File: src/rtl/ps2_key_decoder.sv
// PS/2 keyboard receiver: synchronizes and deglitches the PS/2 lines, deframes 11-bit frames and
// folds E0/F0 prefixes into a toggle-flagged key event word.
module ps2_key_decoder #(
  parameter int unsigned FILTER_LEN = 8,
  parameter int unsigned TIMEOUT    = 12000
) (
  input  logic        clk_sys,
  input  logic        reset_n,
  input  logic        ps2_clk,
  input  logic        ps2_data,
  output logic [10:0] ps2_key,
  output logic        frame_err
);

  localparam int unsigned FiltW = $clog2(FILTER_LEN + 1);
  localparam int unsigned TmoW  = $clog2(TIMEOUT + 1);

  typedef enum logic [1:0] {StIdle, StData, StParity, StStop} state_e;

  logic             clk_meta_q, clk_sync_q, data_meta_q, data_sync_q;
  logic             clk_filt_q, clk_filt_d, clk_filt_prev_q;
  logic [FiltW-1:0] filt_cnt_q, filt_cnt_d;
  logic             fall;

  state_e           state_q, state_d;
  logic [2:0]       bit_cnt_q, bit_cnt_d;
  logic [7:0]       shift_q, shift_d;
  logic             parity_q, parity_d;
  logic             ext_q, ext_d, brk_q, brk_d;
  logic [10:0]      key_q, key_d;
  logic             err_q, err_d;
  logic [TmoW-1:0]  tmo_cnt_q, tmo_cnt_d;

  always_ff @(posedge clk_sys or negedge reset_n) begin
    if (!reset_n) begin
      clk_meta_q  <= 1'b1;
      clk_sync_q  <= 1'b1;
      data_meta_q <= 1'b1;
      data_sync_q <= 1'b1;
    end else begin
      clk_meta_q  <= ps2_clk;
      clk_sync_q  <= clk_meta_q;
      data_meta_q <= ps2_data;
      data_sync_q <= data_meta_q;
    end
  end

  // The filtered clock follows the synchronized clock only after a run of FILTER_LEN differing
  // samples; any agreeing sample restarts the run.
  always_comb begin
    filt_cnt_d = '0;
    clk_filt_d = clk_filt_q;
    if (clk_sync_q != clk_filt_q) begin
      if (filt_cnt_q == FiltW'(FILTER_LEN - 1)) begin
        clk_filt_d = clk_sync_q;
      end else begin
        filt_cnt_d = filt_cnt_q + FiltW'(1);
      end
    end
  end

  always_ff @(posedge clk_sys or negedge reset_n) begin
    if (!reset_n) begin
      clk_filt_q      <= 1'b1;
      clk_filt_prev_q <= 1'b1;
      filt_cnt_q      <= '0;
    end else begin
      clk_filt_q      <= clk_filt_d;
      clk_filt_prev_q <= clk_filt_q;
      filt_cnt_q      <= filt_cnt_d;
    end
  end

  assign fall = clk_filt_prev_q & ~clk_filt_q;

  always_comb begin
    state_d   = state_q;
    bit_cnt_d = bit_cnt_q;
    shift_d   = shift_q;
    parity_d  = parity_q;
    ext_d     = ext_q;
    brk_d     = brk_q;
    key_d     = key_q;
    err_d     = 1'b0;
    tmo_cnt_d = '0;

    // Abort a stalled frame; a falling edge restarts the watchdog.
    if (state_q != StIdle && !fall) begin
      if (tmo_cnt_q == TmoW'(TIMEOUT - 1)) begin
        state_d = StIdle;
        err_d   = 1'b1;
        ext_d   = 1'b0;
        brk_d   = 1'b0;
      end else begin
        tmo_cnt_d = tmo_cnt_q + TmoW'(1);
      end
    end

    if (fall) begin
      case (state_q)
        StIdle: begin
          if (!data_sync_q) begin
            state_d   = StData;
            bit_cnt_d = 3'd0;
          end
        end
        StData: begin
          shift_d   = {data_sync_q, shift_q[7:1]};
          bit_cnt_d = bit_cnt_q + 3'd1;
          if (bit_cnt_q == 3'd7) begin
            state_d = StParity;
          end
        end
        StParity: begin
          parity_d = data_sync_q;
          state_d  = StStop;
        end
        StStop: begin
          state_d   = StIdle;
          bit_cnt_d = 3'd0;
          if (!data_sync_q || !(^{shift_q, parity_q})) begin
            err_d = 1'b1;
            ext_d = 1'b0;
            brk_d = 1'b0;
          end else begin
            case (shift_q)
              8'hE0: ext_d = 1'b1;
              8'hF0: brk_d = 1'b1;
              8'hE1: ;
              8'h00, 8'hAA, 8'hFA, 8'hFE, 8'hFF: begin
                ext_d = 1'b0;
                brk_d = 1'b0;
              end
              default: begin
                key_d = {~key_q[10], ~brk_q, ext_q, shift_q};
                ext_d = 1'b0;
                brk_d = 1'b0;
              end
            endcase
          end
        end
        default: state_d = StIdle;
      endcase
    end
  end

  always_ff @(posedge clk_sys or negedge reset_n) begin
    if (!reset_n) begin
      state_q   <= StIdle;
      bit_cnt_q <= '0;
      shift_q   <= '0;
      parity_q  <= 1'b0;
      ext_q     <= 1'b0;
      brk_q     <= 1'b0;
      key_q     <= '0;
      err_q     <= 1'b0;
      tmo_cnt_q <= '0;
    end else begin
      state_q   <= state_d;
      bit_cnt_q <= bit_cnt_d;
      shift_q   <= shift_d;
      parity_q  <= parity_d;
      ext_q     <= ext_d;
      brk_q     <= brk_d;
      key_q     <= key_d;
      err_q     <= err_d;
      tmo_cnt_q <= tmo_cnt_d;
    end
  end

  assign ps2_key   = key_q;
  assign frame_err = err_q;

endmodule

File: config.mk
export PLATFORM = sky130hd
export DESIGN_NAME = ps2_key_decoder
export DESIGN_NICKNAME = d
export VERILOG_FILES = /design/src/rtl/ps2_key_decoder.sv
export SDC_FILE = /design/constraint.sdc
export NUM_CORES = 1
export LEC_CHECK = 0
export CAP_MARGIN = 0
export CORE_ASPECT_RATIO = 1.4
export CORE_UTILIZATION = 40
export CTS_BUF_LIST = sky130_fd_sc_hd__clkbuf_2
export CTS_CLUSTER_SIZE = 40
export DETAILED_ROUTE_END_ITERATION = 10
export PLACE_DENSITY_LB_ADDON = 0.08
export SLEW_MARGIN = 20
export SYNTH_ARGS = -nofsm -noshare
export SYNTH_HDL_FRONTEND = slang
export SYNTH_SLANG_ARGS = --single-unit
File: constraint.sdc
create_clock -name clk_sys -period 3.4 [get_ports clk_sys]
set_input_delay 0.68 -clock clk_sys [delete_from_list [all_inputs] [get_ports clk_sys]]
set_output_delay 0.68 -clock clk_sys [all_outputs]
set_load 0.02 [all_outputs]
## Yosys cells after proc, flatten, opt, wreduce, memory -nomap -nowiden

Index checks and enable logic that the tools add are counted.

- Register bits after elaboration: 52

- $add $sub $neg: 3
- Equality and inequality tests: 15
- Mux-type cells: 29
- Bitwise operators: 6
- Reductions and logical operators: 18

Operators with widths:

| operator | count |
|---|---|
| == test 8 bit (second input constant) | 7 |
| two-way mux 14 bit | 2 |
| two-way mux 1 bit | 15 |
| adder 14 x 1 -> 14 bit (second input constant) | 1 |
| == test 14 bit (second input constant) | 1 |
| two-way mux 2 bit | 5 |
| case mux 3 bit (3 select lines) | 1 |
| parity 9 bit | 1 |
| zero test 8 bit | 1 |
| two-way mux 4 bit | 2 |
| case mux 2 bit (4 select lines) | 1 |
| OR reduction 8 bit | 1 |
| AND reduction 2 bit | 3 |
| inverter 1 bit | 5 |
| adder 4 x 1 -> 4 bit (second input constant) | 1 |
| == test 2 bit (second input constant) | 2 |
| == test 4 x 3 -> 1 bit (second input constant) | 1 |
| case mux 1 bit (2 select lines) | 2 |
| AND reduction 4 bit | 1 |
| OR reduction 2 bit | 2 |
| adder 3 x 1 -> 3 bit (second input constant) | 1 |
| == test 3 bit (second input constant) | 1 |
| zero test 1 bit | 3 |
| two-way mux 3 bit | 1 |
| 10 further kinds | 10 |

## Depth between registers and ports, before layout

- Word-level depth: 9
- Gate-level depth with buffers: 7

## Least setup slack after synthesis

OpenSTA, ideal clock, no wires.

- Path type: flip-flop to flip-flop
- Start point: register shift_q[4]
- End point: register key_q[1] (netlist: ps2_key[1])
- Setup time: 125 ps
- Data arrival time: 1864 ps
- Path slack: 1411 ps
- Stages on the path, launching flop included: 8
- Buffers on the path: 2
- Period minus slack after synthesis: 1989 ps
- Cells stage by stage: dfrtp_1 > clkbuf_8 > or4_2 > nor2_1 > nor3_1 > nand4_2 > buf_6 > mux2_4

- Cells in the longest elaborated chain, start to end: 5

Ends and longest elaborated chain:

| what | line | text |
|---|---|---|
| from (decl) | 27 | `logic [7:0] shift_q, shift_d;` |
| from (signal assigned) | 161 | `shift_q <= shift_d;` |
| branches (longest 4 deep; another with == test 8 bit) | - |  |
| AND reduction 4 bit (no source line) (*) | - |  |
| to (signal assigned) | 165 | `key_q <= key_d;` |
| to (decl) | 30 | `logic [10:0] key_q, key_d;` |

Mark *: on every way between the ends.
A chain may end at the register's enable or synchronous reset.

## Worst setup path after layout

- Start point: register shift_q[3]
- End point: register key_q[8] (netlist: ps2_key[8])

The elaborated chain is that of the path after synthesis.

==> metrics.md <==
| Metric | Value |
|---|---|
| Clock slew at reported path FFs | `0.28 ns` |
| Peak supply drop | `0.000270 V` |
| Worst setup SP type | `flop` |
| Worst R2R End | `ps2_key[8]` |
| H-tree Lvls | `2` |
| Part of the cycle the worst path needs | `0.686` |
| Synth Warn # | `0` |
| Post-Syn Instances | `198` |
| Synthesized Nets | `206` |
| Most frequent cells in the layout | `dfrtp_1, nor2_1, clkdlybuf4s50_1` |
| Pre-Repair DR Iteration Count | `4` |
| # Post-CTS Setup Buffers | `0` |
| Area delta synth->final | `11.3%` |
| Core ar. | `0.00561 mm2` |
| GRT Total Usage | `0.153` |
| Routed length per instance | `14.3 um` |
| Total Routed Length | `4.08 mm` |
| Post-route setup TNS | `0 ns` |
| Asr flop ratio synth | `1.00` |
| Setup Crit Path Kind | `flop to flop` |
| Reg2reg path depth | `5` |
| #FFs+latches synth | `52` |
| Synthesized area | `0.00236 mm2` |
| GP Congestion | `0.836` |
| Count of input and output buffers | `15` |
| Die Height | `93.0 um` |
| Fmax | `0.429 GHz` |
| Initial core utilization | `0.422` |
| Vias per inst | `5.14` |
| Slew @ Worst Pin | `0.753 ns` |
| CP required | `3.76 ns` |
| Worst Setup End Kind | `flop` |
| # IOs | `16` |
| # fillers | `526` |
| Worst Setup EP | `ps2_key[8]` |
| RSZ-0062 raised after global routing | `no` |
| Worst min path class | `input port to asynchronous set/reset pin` |
| Share of the synthesized area in the top cell type | `0.487` |
| CP Launch Point | `shift_q[3]` |
| Mapped Avg Cell Area | `11.9 um2` |
| DIE WIDTH | `67.0 um` |
| Fraction of layout cells with a size suffix above 1 | `0.194` |
| Status | `finished, final reports clean` |
| Via Count | `1464` |
| Post-cts sizing count | `0` |
| Hold Fails Final Rpt | `0` |
| Dpl hpwl | `2.93 mm` |
| # hold bufs at CTS | `0` |
| Tmin final | `2.33 ns` |
| Clock Skew | `0.0430 ns` |
| Reg2reg start | `shift_q[3]` |
| Antenna cell count | `0` |
| TritonCTS buffer count | `5` |
| Synth Flop Type | `dfrtp_1` |
| Clock Path Buffers | `2` |
| Critical path arrival | `2.69 ns` |
| First-pass GRT wire length | `7.15 mm` |
| Yosys cell types | `45` |
| Pwr Density | `497 mW/mm2` |
| Leakage power | `1.21 nW` |
| CP max FO | `11` |
| Area of the die | `0.00622 mm2` |
| Worst reg-to-reg setup slack | `1.07 ns` |
| Clock sink total | `52` |
| Post-synth EDFFs | `0` |
| Seq/Total Area, Yosys | `0.554` |
| Routed Antenna Nets | `0` |
| Initial antenna violation count | `0` |
| Max-Slew Margin vs Limit | `0.498` |
| Vias in the first global route | `1483` |
| Layout Utilization | `0.469` |
| Nets | `224` |
| Clk Latency, worst-skew pair | `0.44 ns` |
| Global route overflow | `0` |
| Num rows | `32` |
| Largest net degree at the start of global routing | `35` |
| Drt drc | `0` |
| Fin. max-slew vios | `0` |
| Clock root buffer | `clkbuf_2` |
| Max Cap Viol | `0` |
| Synth area leader | `dfrtp_1` |
| Most common cell after layout, fill and taps aside | `dfrtp_1` |
| CTS tree | `built` |
| Initial drt markers | `71` |
| Area contributors post-synth | `dfrtp_1, dfstp_2, mux2_4` |
| # setup viols final | `0` |
## metrics by stage
stage / instances / total power, W / hold WS (ns) / setup slack [ns] / cell area, um2
finish: 285 / 0.00131 / 0.246 / 1.07 / 2630
global route: 285 / 0.00140 / 0.249 / 0.944 / 2630
CTS: 285 / 0.00134 / 0.255 / 1.07 / 2630
detailed placement: 277 / 0.00101 / 0.348 / 1.10 / 2560
global placement: 277 / 0.000990 / 0.346 / 1.14 / 2560
floorplan: 198 / 0.000939 / 0.345 / 1.41 / 2360
## registers in the layout, summed over array words and instances (netlist names), 2 cells and up
register / flops
bit_cnt_q: 3
ps2_key: 11
filt_cnt_q: 4
tmo_cnt_q: 14
shift_q: 8
state_q: 2
## worst min path at each step
stage	from	endpoint	slack, ns	depth (start not counted)
floorplan	clk_meta_q	clk_sync_q	0.35	0
global placement	data_meta_q	data_sync_q	0.35	0
detailed placement	clk_meta_q	clk_sync_q	0.35	0
CTS	reset_n	ext_q	0.25	1
global route	reset_n	shift_q[3]	0.25	1
finish	reset_n	shift_q[3]	0.25	1
## Yosys cell counts (2+ instances only)
cell,instances
and3_1,2
ha_1,4
a21oi_1,3
nor2b_1,2
nand4_1,2
a22o_1,2
dfstp_2,6
xnor2_1,13
dfrtp_1,46
nand3_1,8
nor2_1,24
nand2_1,9
or2_2,2
mux2_2,10
nand2b_1,2
o21ai_0,7
nor3b_1,2
or3_1,2
nor3_1,7
inv_1,5
clkbuf_1,2
mux2_4,8
xor2_1,7
nor4_1,2
## cells by family (layout without fill, tap and decap cells)
logic type | Yosys count | count (layout) | share of synthesized area
buf+inv | 11 | 30 | 0.0270
simple gates | 71 | 71 | 0.153
flops | 52 | 52 | 0.554
mux | 19 | 19 | 0.103
xor+xnor | 22 | 22 | 0.0905
compound gates | 19 | 19 | 0.0519
fa+ha+maj | 4 | 4 | 0.0212
## area by class of cell
class / count / area [um2] / area share
clock buffer: 5 / 25.0 / 0.00951
clock inverter: 3 / 42.5 / 0.0162
inverter: 5 / 18.8 / 0.00713
multi-input combinational: 135 / 991 / 0.377
sequential: 52 / 1310 / 0.497
tap: 68 / 85.1 / 0.0323
timing repair buffer: 17 / 160 / 0.0609
## critical path, cell delays in order (launching register included)
cell and delay [ns]:
dfrtp_1 0.53, xnor2_1 0.16, xnor3_1 0.45, xnor2_2 0.23, nand4_2 0.43, mux2_4 0.44
## layer usage
layer,up-vias,global-route usage,share of wire
met5,-,0,0
met4,0,0.0585,0.016
met3,6,0.0333,0.022
met2,18,0.258,0.52
met1,723,0.187,0.44
li1,717,-,-
## report_power, final
part | switching, W | internal, W | leakage [nW]
combinational | 0.000123 | 0.000115 | 0.475
clock | 0.000194 | 0.000123 | 0.0406
sequential | 0.0000662 | 0.000687 | 0.699
Note: power is estimated with default switching activity, not from simulation.
